## src/rtl/mul_div_unit.sv

```systemverilog
// -----------------------------------------------------------------------------
// mul_div_unit
//   Iterative multiply/divide for the execute stage. Shift-add multiply or
//   restoring divide, one bit per clock, DATA_WIDTH iterations per operation.
//   The HI/LO registers downstream capture hi/lo on done.
//
//   Optional feature macro: MULDIV_SIGNED_EN
//     defined   : op[1]=1 selects two's-complement MULT/DIV
//     undefined : op[1] is ignored, MULT/DIV behave as MULTU/DIVU
//
// Ports
//   clk       in   clock, rising edge
//   reset     in   synchronous, active-low reset
//   start     in   request, sampled only while idle
//   op        in   00 MULTU, 01 DIVU, 10 MULT, 11 DIV
//   a, b      in   multiplicand/dividend, multiplier/divisor
//   busy      out  operation in progress
//   done      out  one-cycle completion pulse, hi/lo valid from this cycle
//   hi        out  product upper half / remainder
//   lo        out  product lower half / quotient
//   div_zero  out  last completed division had b == 0
//
// Handshake: a request is taken at any rising edge where start=1 and busy=0
// (this includes the done cycle, which is already idle). While busy=1, start
// is ignored and a/b/op may change freely. done rises for exactly one cycle
// DATA_WIDTH+1 edges after acceptance; hi/lo/div_zero only change then or on
// reset.
// -----------------------------------------------------------------------------
module mul_div_unit #(
  parameter int DATA_WIDTH = 32
) (
  input  logic                  clk,
  input  logic                  reset,
  input  logic                  start,
  input  logic [1:0]            op,
  input  logic [DATA_WIDTH-1:0] a,
  input  logic [DATA_WIDTH-1:0] b,
  output logic                  busy,
  output logic                  done,
  output logic [DATA_WIDTH-1:0] hi,
  output logic [DATA_WIDTH-1:0] lo,
  output logic                  div_zero
);
  localparam int W  = DATA_WIDTH;
  localparam int CW = $clog2(DATA_WIDTH + 1);

  typedef enum logic { IDLE = 1'b0, RUN = 1'b1 } state_e;

  state_e         state_q;
  logic [CW-1:0]  cnt_q;
  // Multiply: {partial product, multiplier shifting out}.
  // Divide:   {partial remainder, dividend shifting out / quotient shifting in}.
  logic [2*W-1:0] acc_q, acc_d;
  logic [W-1:0]   m_q;       // multiplicand or divisor magnitude
  logic [W-1:0]   a_raw_q;   // original a, returned as hi on divide by zero
  logic           is_div_q;
  logic           neg_lo_q;  // product / quotient must be negated at completion
  logic           neg_hi_q;  // remainder must be negated at completion
  logic           busy_q, done_q, div_zero_q;
  logic [W-1:0]   hi_q, lo_q;

  // ---------------------------------------------------------------------------
  // Operand conditioning at latch time: magnitudes go into the datapath, the
  // signs are kept aside and applied once at completion.
  // ---------------------------------------------------------------------------
  logic         signed_op;
  logic [W-1:0] mag_a, mag_b;

`ifdef MULDIV_SIGNED_EN
  assign signed_op = op[1];
`else
  assign signed_op = op[1] & 1'b0;
`endif

  assign mag_a = (signed_op && a[W-1]) ? -a : a;
  assign mag_b = (signed_op && b[W-1]) ? -b : b;

  // ---------------------------------------------------------------------------
  // One iteration of the datapath.
  // ---------------------------------------------------------------------------
  logic [W:0]   sum;
  logic [W:0]   shifted;
  logic         ge;

  always_comb begin
    sum     = '0;
    shifted = '0;
    ge      = 1'b0;
    acc_d   = acc_q;
    if (is_div_q) begin
      shifted = {acc_q[2*W-1:W], acc_q[W-1]};
      ge      = (shifted >= {1'b0, m_q});
      // When ge the difference is below the divisor, so W bits suffice.
      acc_d   = {(ge ? (shifted[W-1:0] - m_q) : shifted[W-1:0]),
                 acc_q[W-2:0], ge};
    end else begin
      sum   = {1'b0, acc_q[2*W-1:W]} + ({1'b0, m_q} & {(W+1){acc_q[0]}});
      acc_d = {sum, acc_q[W-1:1]};
    end
  end

  // ---------------------------------------------------------------------------
  // Result formatting, used on the final iteration.
  // ---------------------------------------------------------------------------
  logic [2*W-1:0] prod;
  logic [W-1:0]   hi_d, lo_d;
  logic           div_zero_d;

  always_comb begin
    prod       = neg_lo_q ? -acc_d : acc_d;
    hi_d       = prod[2*W-1:W];
    lo_d       = prod[W-1:0];
    div_zero_d = 1'b0;
    if (is_div_q) begin
      if (m_q == '0) begin
        hi_d       = a_raw_q;
        lo_d       = '1;
        div_zero_d = 1'b1;
      end else begin
        lo_d = neg_lo_q ? -acc_d[W-1:0]   : acc_d[W-1:0];
        hi_d = neg_hi_q ? -acc_d[2*W-1:W] : acc_d[2*W-1:W];
      end
    end
  end

  // ---------------------------------------------------------------------------
  // Control FSM with registered outputs.
  // ---------------------------------------------------------------------------
  always_ff @(posedge clk) begin
    if (!reset) begin
      state_q    <= IDLE;
      cnt_q      <= '0;
      acc_q      <= '0;
      m_q        <= '0;
      a_raw_q    <= '0;
      is_div_q   <= 1'b0;
      neg_lo_q   <= 1'b0;
      neg_hi_q   <= 1'b0;
      busy_q     <= 1'b0;
      done_q     <= 1'b0;
      div_zero_q <= 1'b0;
      hi_q       <= '0;
      lo_q       <= '0;
    end else begin
      done_q <= 1'b0;
      case (state_q)
        IDLE: begin
          if (start) begin
            state_q  <= RUN;
            busy_q   <= 1'b1;
            cnt_q    <= CW'(W);
            acc_q    <= {{W{1'b0}}, mag_a};
            m_q      <= mag_b;
            a_raw_q  <= a;
            is_div_q <= op[0];
            neg_lo_q <= signed_op & (a[W-1] ^ b[W-1]);
            neg_hi_q <= signed_op & a[W-1];
          end
        end
        RUN: begin
          acc_q <= acc_d;
          cnt_q <= cnt_q - CW'(1);
          if (cnt_q == CW'(1)) begin
            state_q    <= IDLE;
            busy_q     <= 1'b0;
            done_q     <= 1'b1;
            hi_q       <= hi_d;
            lo_q       <= lo_d;
            div_zero_q <= div_zero_d;
          end
        end
      endcase
    end
  end

  assign busy     = busy_q;
  assign done     = done_q;
  assign hi       = hi_q;
  assign lo       = lo_q;
  assign div_zero = div_zero_q;

endmodule

```

## config.mk

```make
export PLATFORM = sky130hd
export DESIGN_NAME = mul_div_unit
export DESIGN_NICKNAME = d
export VERILOG_FILES = /design/src/rtl/mul_div_unit.sv
export SDC_FILE = /design/constraint.sdc
export NUM_CORES = 1
export LEC_CHECK = 0
export CORE_UTILIZATION = 42
export CTS_CLUSTER_DIAMETER = 60
export CTS_CLUSTER_SIZE = 10
export DETAILED_ROUTE_END_ITERATION = 6
export PLACE_DENSITY = 0.67
export REMOVE_ABC_BUFFERS = 1
export SLEW_MARGIN = 20
export SYNTH_ARGS = -nofsm -noshare
export SYNTH_HDL_FRONTEND = slang
export SYNTH_SLANG_ARGS = --single-unit
```

## constraint.sdc

```tcl
create_clock -name clk -period 3.5 [get_ports clk]
set_input_delay 0.7 -clock clk [delete_from_list [all_inputs] [get_ports clk]]
set_output_delay 0.7 -clock clk [all_outputs]
set_load 0.02 [all_outputs]
```

==> results.yml <==
run_status:
  status: "finished clean"
clocking:
  post_cts_buffers: 0
  cts_made_buffers: 26
  ctsRootBufferMaster: "clkbuf_16"
  holdBufCountCts: 0
  clkTransAtPathRegs_ps: 60
  cts_tree: "built"
  clockBufferDepth: 3
  h-tree-depth: 1
  cts_sinks: 203
  clock_latency_ps: 550
global_routing:
  grt_usage: 0.2762
  grt_antenna_before_repair: 0
  grt_start_max_net_pins: 84
  grt_pass1_wl_um: 68210
  grt_overflow: 0
  first_global_vias: 12560
finish:
  layout-drive-gt1-share: 0.1220
  multi_input_comb_area_um2: 8092
  stdcell_count: 2235
  nets: 1972
  regArea_um2: 4075
  diodes: 0
  final_common_cell: "nand2_1"
  final_design_area_no_fill_um2: 15980
  synthToLayoutAreaGrowth_pct: 25.60
  final_cell_mix: "nand2_1 (241), dfxtp_1 (200), a21oi_1 (151)"
  fillCellCount: 2835
synth:
  ys_ff_latch: 203
  synth_top_family_by_area: "compound AO/OA/AOI/OAI gates"
  syn-cell-area_um2: 12720
  synth.yosys.warnings: 0
  synth-compound-area-share: 0.2905
  avgSynthCellArea_um2: 7.703
  synth_ff_type: "dfxtp_1"
  ys_async_sr_fraction: 0
  synth_edf_count: 0
  ys_seq_area_frac: 0.3194
  synthAdderAreaFrac: 0.06804
  yosys.area_share.simple: 0.1936
  syn_inst: 1652
  synth_xor_area_frac: 0.03166
  synth_cell_types: 78
  synthMuxAreaShare: 0.04238
placement:
  placed_area_um2: 15120
  io_buffers: 134
  pre_cts_ws_ps: -285.2
  place_congestion: 1.019
  dp_hpwl_um: 31710
  dpl.cell_count: 2197
timing:
  rsz0062_at_grt: "true"
  fin_crit_ps: 3382
  clock.fmax_mhz: 295.7
  fin_ws_ps: 118.1
  fin_hold_ws_ps: 459.3
  tightest_slew_ps: 1068
  hold_violations: 0
  maxSlewHeadroom: 0.2883
  timing.final.crit_share: 0.9662
  setup_violations: 0
  final.setup_skew_ps: 10.31
  drv_slew: 0
drt:
  drtAntennaViolNets: 0
  dr.first_iter.drc_count: 1000
  drt-total-wl_um: 43800
  wire_per_inst_um: 19.60
  via_per_inst: 5.841
  vias: 13050
  dr.pass1.iters: 5
  remaining_drc_errors: 0
worst_setup_path:
  worstPathMaxFanout: 13
  crit_path_frequent_cell: "a21o_1"
  critPathKind: "reg -> reg"
  worst_path_max_delay_cell: "dfxtp_4"
  critPathMaxStageDelay_ps: 390
  crit_chain: "buf_4 -> and2_1 -> ha_1 -> a21o_1 -> a21o_1 -> a21o_1 -> o2111ai_2 -> a21oi_4 -> or3_1 -> nor3b_1 -> buf_4 -> a211o_1 -> o221a_2"
  critical-path-top-delay-family: "compound AO/OA/AOI/OAI gates"
  end_kind: "flip-flop"
  cp.arrival_ps: 3830
  start_kind: "flip-flop"
  critical_path_required_ps: 3950
  path_buf_inv: 2
die:
  dieWidth_um: 176.1
  die_y_um: 176.1
  io_pins: 136
  core-area_um2: 29720
  initial_core_util: 0.4282
  rows: 63
  dieArea_um2: 31000
flow_run:
  maxCapViolCount: 0
pwr:
  ir_drop_mv: 0.3439
  p_leak_uw: 0.006377
  power_density_nw_per_um2: 426.5
hold_path:
  hp-class: "reg -> reg"
[power by group]
group | internal (µW) | total (µW) | switching (µW)
Sequential | 2440 | 2560 | 118
Clock | 1370 | 2390 | 1020
Combinational | 792 | 1870 | 1070
[synth_stat cells, drive strengths merged, types with 17 or more instances]
library cell / instances / area share
nand2: 242 / 0.072
dfxtp: 203 / 0.32
a21oi: 153 / 0.060
o21ai: 130 / 0.051
clkbuf: 95 / 0.028
nor2: 95 / 0.028
a211oi: 72 / 0.042
ha: 66 / 0.065
a31oi: 56 / 0.028
inv: 56 / 0.017
mux2i: 46 / 0.036
nor2b: 39 / 0.019
and2: 37 / 0.018
a21boi: 32 / 0.019
a21o: 32 / 0.019
nor3: 29 / 0.011
xor2: 24 / 0.017
xnor2: 22 / 0.015
buf: 20 / 0.0095
nand4: 17 / 0.0084
[worst reg2reg max path: stages (launching register included)]
cell and delay (ps):
dfxtp_4 390, buf_4 190, and2_1 160, ha_1 320, a21o_1 210, a21o_1 190, a21o_1 180, o2111ai_2 320
a21oi_4 140, or3_1 350, nor3b_1 160, buf_4 170, a211o_1 260, o221a_2 240
[stage by stage]
step	TNS, ps	utilization	total power, µW
after CTS	0	0.5345	6813
after floorplan	-96530	-	3671
final	0	0.5378	6817
after global routing	-31.05	0.5378	7111
after global placement	-862.7	0.5089	4383
after detailed placement	-931.0	0.5089	4403
[logic make-up after synthesis]
logic type	Yosys count
buffers and inverters	172
multiplexers	53
AO/OA/AOI/OAI	579
flip-flops	203
AND/OR/NAND/NOR	531
adder cells (fa/ha/maj)	68
XOR/XNOR	46
[sequential cells by signal, indices dropped and copies added, names as in the netlist]
name and count:
done 1, state_q 1, m_q 32, div_zero 1, busy 1, cnt_q 6, acc_q 64, lo 32
a_raw_q 32, is_div_q 1, hi 32
[path summary, 6_finish.rpt]
path | from | to | slack, ps | depth (start not counted)
hold reg to reg | a_raw_q[2] | a_raw_q[2] | 460 | 2
setup reg to reg | acc_q[0] | hi[27] | 120 | 13
setup / recovery | acc_q[0] | hi[27] | 120 | 13
hold / removal | a_raw_q[2] | a_raw_q[2] | 460 | 2
[layout make-up]
type,instances,area share
well taps,390,0.03053
multi-input cells,1277,0.5063
clock buffers,33,0.04298
clock inverters,5,0.003836
repair buffers,270,0.1480
flip-flops and latches,203,0.2550
inverters,57,0.01339
[metal layers]
| layer | vias up | wire length [µm] | part of all wire | track usage |
|---|---|---|---|---|
| met1 | 6181 | 20120 | 0.46 | 0.3794 |
| met5 | - | 0 | 0 | 0 |
| met3 | 93 | 3149 | 0.072 | 0.05189 |
| met2 | 463 | 19230 | 0.44 | 0.4334 |
| li1 | 6317 | - | - | - |
| met4 | 0 | 1306 | 0.030 | 0.08986 |
[what timing repair did]
action                     4_1_cts  5_1_grt
gates resized for setup          4       19
pin swaps                        1        2
setup endpoints to repair       11       22
Power figures use the tool's default switching activity.
